[src/rtl/pipelined_cla_adder_if.sv]
// Operand/result handshake bundle for the pipelined CLA adder.
// master: the producer/consumer side (multiplier array + accumulator).
// slave:  the adder itself.
interface pipelined_cla_adder_if #(
  parameter int unsigned WIDTH = 16
);
  logic             in_valid;
  logic             in_ready;
  logic [WIDTH-1:0] a;
  logic [WIDTH-1:0] b;
  logic             cin;
  logic [1:0]       mode;
  logic             out_valid;
  logic             out_ready;
  logic [WIDTH-1:0] sum;
  logic             cout;
  logic             ovf;

  modport master (
    output in_valid, a, b, cin, mode, out_ready,
    input  in_ready, out_valid, sum, cout, ovf
  );

  modport slave (
    input  in_valid, a, b, cin, mode, out_ready,
    output in_ready, out_valid, sum, cout, ovf
  );
endinterface

[src/rtl/pipelined_cla_adder.sv]
// Pipelined carry-lookahead adder/subtractor.
// One BLOCK-bit lookahead group is resolved per stage; the group carry is
// registered between stages. Unresolved operand groups ride a shrinking skew
// chain, resolved sum bits ride a growing chain. The last stage register is
// the output register. Modes: 00 add, 01 a-b, 10 add+cin, 11 signed sat add.
module pipelined_cla_adder #(
  parameter int unsigned WIDTH = 16,
  parameter int unsigned BLOCK = 4
) (
  input logic                  clk,
  input logic                  rst,
  pipelined_cla_adder_if.slave bus
);

  localparam int unsigned NGRP = WIDTH / BLOCK;

  logic             en;
  logic [WIDTH-1:0] b_pre;
  logic             c0;

  // Stage-0 operand preconditioning: invert b and force carry-in for subtract.
  always_comb begin
    b_pre = bus.b;
    c0    = 1'b0;
    case (bus.mode)
      2'b01: begin
        b_pre = ~bus.b;
        c0    = 1'b1;
      end
      2'b10:   c0 = bus.cin;
      default: c0 = 1'b0;
    endcase
  end

  for (genvar k = 0; k < NGRP; k++) begin : stg
    // SW: sum bits resolved once this stage has registered.
    localparam int unsigned SW = (k + 1) * BLOCK;

    logic [BLOCK-1:0] ga, gb, gs, p, g;
    logic [BLOCK:0]   cc;
    logic             term;
    logic             ci, gc, vi;
    logic [1:0]       md;
    logic [SW-1:0]    s_raw, s_next, r_s;
    logic             r_c, r_v;

    if (k == 0) begin : src
      assign ga    = bus.a[BLOCK-1:0];
      assign gb    = b_pre[BLOCK-1:0];
      assign ci    = c0;
      assign md    = bus.mode;
      assign vi    = bus.in_valid;
      assign s_raw = gs;
    end else begin : src
      assign ga    = stg[k-1].sk.r_a[BLOCK-1:0];
      assign gb    = stg[k-1].sk.r_b[BLOCK-1:0];
      assign ci    = stg[k-1].r_c;
      assign md    = stg[k-1].sk.r_m;
      assign vi    = stg[k-1].r_v;
      assign s_raw = {gs, stg[k-1].r_s};
    end

    // Full lookahead inside the group: every carry is a flat sum of products.
    always_comb begin
      p    = ga ^ gb;
      g    = ga & gb;
      cc   = '0;
      term = 1'b0;
      for (int unsigned i = 0; i <= BLOCK; i++) begin
        term = ci;
        for (int unsigned j = 0; j < i; j++) term = term & p[j];
        cc[i] = term;
        for (int unsigned j = 0; j < i; j++) begin
          term = g[j];
          for (int unsigned m = j + 1; m < i; m++) term = term & p[m];
          cc[i] = cc[i] | term;
        end
      end
    end

    assign gs = p ^ cc[BLOCK-1:0];
    assign gc = cc[BLOCK];

    if (k < NGRP - 1) begin : sk
      // RW: operand bits still waiting for later groups.
      localparam int unsigned RW = WIDTH - SW;
      logic [RW-1:0] a_up, b_up, r_a, r_b;
      logic [1:0]    r_m;

      if (k == 0) begin : head
        assign a_up = bus.a[WIDTH-1:BLOCK];
        assign b_up = b_pre[WIDTH-1:BLOCK];
      end else begin : tail
        assign a_up = stg[k-1].sk.r_a[RW+BLOCK-1:BLOCK];
        assign b_up = stg[k-1].sk.r_b[RW+BLOCK-1:BLOCK];
      end

      assign s_next = s_raw;

      // Skew chain: pending operand groups and the beat's mode move with it.
      always_ff @(posedge clk or posedge rst) begin
        if (rst) begin
          r_a <= '0;
          r_b <= '0;
          r_m <= '0;
        end else if (en) begin
          r_a <= a_up;
          r_b <= b_up;
          r_m <= md;
        end
      end
    end else begin : fin
      logic ovf_c, r_o;

      // Carry into the MSB is the group's top internal carry.
      assign ovf_c = cc[BLOCK-1] ^ cc[BLOCK];

      // Saturate only in mode 11; ga[BLOCK-1] is a[WIDTH-1] of this beat.
      always_comb begin
        s_next = s_raw;
        if (md == 2'b11 && ovf_c) begin
          s_next = ga[BLOCK-1] ? {1'b1, {(WIDTH-1){1'b0}}}
                               : {1'b0, {(WIDTH-1){1'b1}}};
        end
      end

      // Overflow flag register, part of the output register.
      always_ff @(posedge clk or posedge rst) begin
        if (rst)     r_o <= 1'b0;
        else if (en) r_o <= ovf_c;
      end
    end

    // Stage register: valid, resolved sum bits and the group carry.
    always_ff @(posedge clk or posedge rst) begin
      if (rst) begin
        r_v <= 1'b0;
        r_s <= '0;
        r_c <= 1'b0;
      end else if (en) begin
        r_v <= vi;
        r_s <= s_next;
        r_c <= gc;
      end
    end
  end

  assign en            = ~stg[NGRP-1].r_v | bus.out_ready;
  assign bus.in_ready  = en;
  assign bus.out_valid = stg[NGRP-1].r_v;
  assign bus.sum       = stg[NGRP-1].r_s;
  assign bus.cout      = stg[NGRP-1].r_c;
  assign bus.ovf       = stg[NGRP-1].fin.r_o;

endmodule

[src/flat_wrapper.sv]
// flat-port wrapper written by rule: the top's interface ports become plain ports
module pipelined_cla_adder_flat 
#(
  parameter int unsigned WIDTH = 16,
  parameter int unsigned BLOCK = 4
)
  (clk, rst, bus_in_valid, bus_a, bus_b, bus_cin, bus_mode, bus_out_ready, bus_in_ready, bus_out_valid, bus_sum, bus_cout, bus_ovf);
  pipelined_cla_adder_if #(.WIDTH(WIDTH)) bus_i ();
  input logic clk;
  input logic rst;
  input wire logic [$bits(bus_i.in_valid)-1:0] bus_in_valid;
  input wire logic [$bits(bus_i.a)-1:0] bus_a;
  input wire logic [$bits(bus_i.b)-1:0] bus_b;
  input wire logic [$bits(bus_i.cin)-1:0] bus_cin;
  input wire logic [$bits(bus_i.mode)-1:0] bus_mode;
  input wire logic [$bits(bus_i.out_ready)-1:0] bus_out_ready;
  output wire logic [$bits(bus_i.in_ready)-1:0] bus_in_ready;
  output wire logic [$bits(bus_i.out_valid)-1:0] bus_out_valid;
  output wire logic [$bits(bus_i.sum)-1:0] bus_sum;
  output wire logic [$bits(bus_i.cout)-1:0] bus_cout;
  output wire logic [$bits(bus_i.ovf)-1:0] bus_ovf;
  assign bus_i.in_valid = bus_in_valid;
  assign bus_i.a = bus_a;
  assign bus_i.b = bus_b;
  assign bus_i.cin = bus_cin;
  assign bus_i.mode = bus_mode;
  assign bus_i.out_ready = bus_out_ready;
  assign bus_in_ready = bus_i.in_ready;
  assign bus_out_valid = bus_i.out_valid;
  assign bus_sum = bus_i.sum;
  assign bus_cout = bus_i.cout;
  assign bus_ovf = bus_i.ovf;
  pipelined_cla_adder #(.WIDTH(WIDTH), .BLOCK(BLOCK)) u_core (.clk(clk), .rst(rst), .bus(bus_i));
endmodule
[config.mk]
export PLATFORM = sky130hd
export DESIGN_NAME = pipelined_cla_adder_flat
export DESIGN_NICKNAME = d
export VERILOG_FILES = /design/src/rtl/pipelined_cla_adder_if.sv /design/src/rtl/pipelined_cla_adder.sv /design/src/flat_wrapper.sv
export SDC_FILE = /design/constraint.sdc
export NUM_CORES = 1
export LEC_CHECK = 0
export BUFFER_PORTS_ARGS = -buffer_cell sky130_fd_sc_hd__buf_2
export CAP_MARGIN = 20
export CORE_ASPECT_RATIO = 1.25
export CORE_MARGIN = 10
export CORE_UTILIZATION = 40
export DETAILED_ROUTE_END_ITERATION = 8
export MAX_ROUTING_LAYER = met4
export PLACE_DENSITY = 0.56
export SETUP_SLACK_MARGIN = 0.1
export SYNTH_ARGS = -nofsm -noshare
export SYNTH_HDL_FRONTEND = slang
export SYNTH_SLANG_ARGS = --single-unit
[constraint.sdc]
create_clock -name clk -period 5.3 [get_ports clk]
set_input_delay 0.265 -clock clk [delete_from_list [all_inputs] [get_ports clk]]
set_output_delay 0.265 -clock clk [all_outputs]
set_load 0.005 [all_outputs]
; Word-level counts from Yosys, hierarchy flattened
; Cells that the tools add are included.
; W data, S select, Z words.
[word_totals]
regBits = 103
input_bits = 39
output_inout_bits = 20
word_cells = 126
[classes]
n_eq_ne = 3
n_mux = 4
bitwise_logic = 96
n_reduce_logical = 1
[op_table]
columns = operator, n
row1 = $mux W16, 3
row2 = $or A1 B1 Y1, 41
row3 = $and A1 B1 Y1, 40
row4 = $xor A4 B4 Y4, 8
row5 = $and A4 B4 Y4, 4
row6 = $not A16 Y16, 1
row7 = $eq A2 B2 Y1 const B, 2
row8 = $eq A2 B1 Y1 const B, 1
row9 = $pmux W1 S2, 1
row10 = $logic_and A1 B1 Y1, 1
row11 = $not A1 Y1, 1
row12 = $xor A1 B1 Y1, 1

; Longest topological paths before layout
[depth]
depth_word = 12
depth_mapped = 10
depth_no_buf = 9

; Worst setup path after synthesis
; OpenSTA, ideal clock, no wires.
[synth_path]
path_type = in2reg
startpoint = input bus_mode[1]
endpoint = register u_core.stg[0].r_s[3]
setup_time_ps = 95
t_arrival_ps = 2050
t_required_ps = 5205
setup_slack_ps = 3155
stages = 10
path_buffers = 1
cell_sequence = inv_1 ha_1 clkbuf_1 xor2_1 ha_1 ha_1 o21a_1 o21a_1 o21a_1 o31ai_1
[synth_via]
elab_chain_cells = 10
word_cells_on_any_way = 16
cone_classes = eq/ne (2) / mux (2) / bitwise (12)
[synth_lines]
columns = element, line_no
row1 = start: declaration, flat_wrapper.sv:15  ; input wire logic [$bits(bus_i.mode)-1:0] bus_mode;
row2 = $eq A2 B1 Y1, pipelined_cla_adder.sv:25  ; case (bus.mode)
row3 = $mux W16, pipelined_cla_adder.sv:25
row4 = $xor A4 B4 Y4, pipelined_cla_adder.sv:65  ; p = ga ^ gb;
row5 = $and A1 B1 Y1 (3 in series), pipelined_cla_adder.sv:71  ; for (int unsigned j = 0; j < i; j++) term = term & p[j];
row6 = $or A1 B1 Y1 (3 in series), pipelined_cla_adder.sv:76  ; cc[i] = cc[i] | term;
row7 = $xor A4 B4 Y4 *, pipelined_cla_adder.sv:81  ; assign gs = p ^ cc[BLOCK-1:0];
row8 = end signal: assignment, pipelined_cla_adder.sv:142  ; r_s <= s_next;
row9 = end: declaration, pipelined_cla_adder.sv:44  ; logic [SW-1:0] s_raw, s_next, r_s;
; Every way passes the cells marked *; elsewhere a longest branch is shown, timed or not.
; A chain may end at the register's enable or synchronous reset.

; Worst setup path in the final report
[layout_path]
startpoint = register u_core.stg[3].r_v, in the netlist u_core.bus.out_valid
endpoint = output bus_in_ready
[layout_via]
elab_chain_cells = 2
[layout_lines]
columns = element, line_no
row1 = start: declaration, pipelined_cla_adder.sv:45  ; logic r_c, r_v;
row2 = start signal: assignment, pipelined_cla_adder.sv:141  ; r_v <= vi;
row3 = $not A1 Y1, pipelined_cla_adder.sv:148  ; assign en = ~stg[NGRP-1].r_v | bus.out_ready;
row4 = $or A1 B1 Y1, pipelined_cla_adder.sv:148
row5 = end: declaration, flat_wrapper.sv:17  ; output wire logic [$bits(bus_i.in_ready)-1:0] bus_in_ready;
; No other way between the ends.

==> impl_metrics.py <==
metrics = {
    "status": {
        "outcome": "complete, no violations",
    },
    "clock_tree": {
        "ctsResizeCount": 0,
        "clkSlewWorstSetupHoldPaths_ns": 0.07,
        "clkSinkCount": 103,
        "cts_tree": "built",
        "clk_path_buf_depth": 2,
        "clk_latency_ns": 0.35,
        "cts_root_buffer": "clkbuf_16",
        "cts_buffers": 9,
        "htree_levels": 3,
    },
    "worst_setup_path": {
        "crit_path_end_kind": "output port",
        "timing.reg2reg.setup_slack_ns": 2.90,
        "startpoint_type": "flip-flop",
        "cp_max_fo": 61,
        "arrival_ns": 2.31,
        "cp.required_ns": 5.04,
        "worstSetupPathType": "reg -> out",
    },
    "sta": {
        "period_share_pct": 48.6,
        "fin_crit_ns": 2.58,
        "timing.fmax_ghz": 0.388,
        "finalMaxSlewViolations": 0,
        "hold_viol": 0,
        "finalSetupViolations": 0,
        "slew_headroom_pct": 42.0,
        "setup_tns_ns": 0,
        "finClkSkew_ns": 0.00374,
        "worstMarginPinSlew_ns": 0.870,
        "rsz0062_at_grt": "no",
    },
    "route": {
        "drc": 0,
        "drtIter0Drc": 133,
        "via_per_inst": 4.65,
        "wl_per_cell_um": 12.7,
        "ant_nets": 0,
        "firstDrtPassIters": 4,
        "finalWirelength_um": 9100,
        "vias": 3328,
    },
    "floorplan": {
        "die_h_um": 142,
        "coreArea_mm2": 0.0117,
        "die_area_mm2": 0.0168,
        "die_x_um": 118,
        "io_pins": 59,
        "start_util_pct": 41.0,
        "core.rowCount": 44,
    },
    "logic_synthesis": {
        "netlist.area_leader.share_pct": 53.9,
        "yosysTopAreaCell": "dfrtp_1",
        "synth-seq-cells": 103,
        "synth_nets": 569,
        "ys_top_cells_by_count": "215 x nand2_1, 103 x dfrtp_1, 23 x ha_1, 19 x nor3_1",
        "yosys-top-cells-area": "dfrtp_1 54%, nand2_1 17%, ha_1 6.0%",
        "synthFlopType": "dfrtp_1",
        "syn-cell-area_mm2": 0.00478,
        "synth.most_common_cell": "nand2_1",
        "seq_area_frac_synth_pct": 53.9,
        "yosysUniqueCellTypes": 39,
        "async_flop_share_pct": 100,
        "syn_area_per_cell_um2": 9.51,
        "syn_inst": 503,
        "synth-edff-count": 0,
        "synth_warnings": 0,
    },
    "finish": {
        "drive_above_1_share_pct": 17.3,
        "nets": 616,
        "n_antenna_cell": 0,
        "syn2layout_area_growth_pct": 15.9,
        "fin_area_mm2": 0.00554,
    },
    "place": {
        "hpwlAfterDp_um": 6360,
        "numPortBuffers": 58,
        "gp_congestion": 0.779,
        "dpl_cell_area_mm2": 0.00519,
    },
    "flow_run": {
        "maxCapViolCount": 0,
    },
    "hold_path": {
        "hp-class": "in -> reg",
    },
    "power": {
        "ir_drop_mv": 0.184,
        "p_leak_nw": 2.76,
        "p_per_area_mw_per_mm2": 579,
    },
    "global_routing": {
        "first_global_vias": 3556,
        "antenna_found_initial": 0,
        "grt_pass1_wl_um": 16500,
        "grt_use_total_pct": 12.1,
        "grt.overflow.total": 0,
        "grt_max_degree": 87,
    },
}
[flip-flops by register name (all words and copies together) (netlist names), 3 cells and up]
signal	cells
u_core.stg.r_s	24
u_core.stg.sk.r_m	6
u_core.bus.sum	16
u_core.stg.r_v	3
u_core.stg.r_c	3
u_core.stg.sk.r_a	24
u_core.stg.sk.r_b	24
[stage by stage]
step	std cells	util [%]	setup WS [ns]	total power [mW]	hold WS [ns]
after floorplan	503	-	2.33	2.18	0.377
after global placement	699	44.4	2.98	2.45	0.298
after detailed placement	699	44.4	2.92	2.49	0.304
after CTS	716	47.5	2.66	3.27	0.0974
after global routing	716	47.5	2.53	3.50	0.119
final	716	47.5	2.72	3.21	0.111
[cell usage in the layout (no fill, tap or decap), types with 2 or more instances in the layout]
master     Yosys  layout
dfrtp_1      103     103
a21oi_1        5       5
xor2_1         6       6
clkbuf_16      0       9
buf_2          5      58
o21ai_2       10      10
fa_1           4       4
nor4_1         2       2
o211ai_1       2       2
nor2_1         6       6
buf_4          2       3
o21ai_1       10      10
o22a_1         4       4
xnor2_1       14      14
nand2_1      215     215
nor3_1        19      19
ha_1          23      23
o21a_1         9       9
bufinv_16      0       3
o31ai_1        6       6
inv_1          8       7
o21ai_0       11      11
clkinv_2       0       2
nand2b_1       4       4
o211ai_2       2       2
[path summary, 6_finish.rpt]
| check | endpoint | depth (start not counted) | startpoint |
|---|---|---|---|
| max | bus_in_ready | 4 | u_core.bus.out_valid |
| min | u_core.stg[0].sk.r_a[3] | 3 | bus_a[7] |
| max reg2reg | u_core.bus.sum[14] | 6 | u_core.stg[2].sk.r_b[0] |
| min reg2reg | u_core.stg[2].r_v | 2 | u_core.stg[2].r_v |
| max in group asynchronous | u_core.stg[0].sk.r_b[9] | 4 | rst |
| min in group asynchronous | u_core.bus.sum[3] | 3 | rst |
[per-layer routing]
metal	up-vias	GRT usage (%)	share of wire, %
li1	1725	-	-
met1	1519	14.7	50
met3	18	2.58	3.3
met4	0	6.13	2.2
met2	66	18.7	44
met5	-	-	0
[power breakdown]
| group | internal (mW) | switching, mW |
|---|---|---|
| logic | 0.484 | 0.635 |
| registers | 1.14 | 0.199 |
| clock network | 0.472 | 0.284 |
| total | 2.09 | 1.12 |
[area by class of cell]
class,count,area [um2]
inverter,9,36.3
clock buffer,10,239
timing repair buffer,62,323
clock inverter,6,108
fill,1189,6130
multi-input combinational,365,2060
tap,161,201
sequential,103,2580
[cells by family (layout without fill, tap and decap cells)]
group / count (synthesis) / count (layout) / share of synthesized area (%)
muxes: 1 / 1 / 0.209
xor gates and xnor gates: 20 / 20 / 3.66
buffers and inverters: 35 / 87 / 3.19
DFF: 103 / 103 / 53.9
AOI/OAI and AO/OA: 65 / 65 / 9.97
and+or+nand+nor: 252 / 252 / 21.4
adders and majority gates: 27 / 27 / 7.69
[worst max-delay path: stages (launching register included)]
cell and delay (ns):
dfrtp_1 0.36, nor2b_4 0.67, inv_2 0.28, buf_4 0.41, buf_2 0.22
[repair_timing]
item / CTS / global route
hold endpoints to repair: 33 / 0
buffers inserted: 0 / 0
setup endpoints to repair: 0 / 0
hold buffers: 1 / 0
Power figures use the tool's default switching activity.
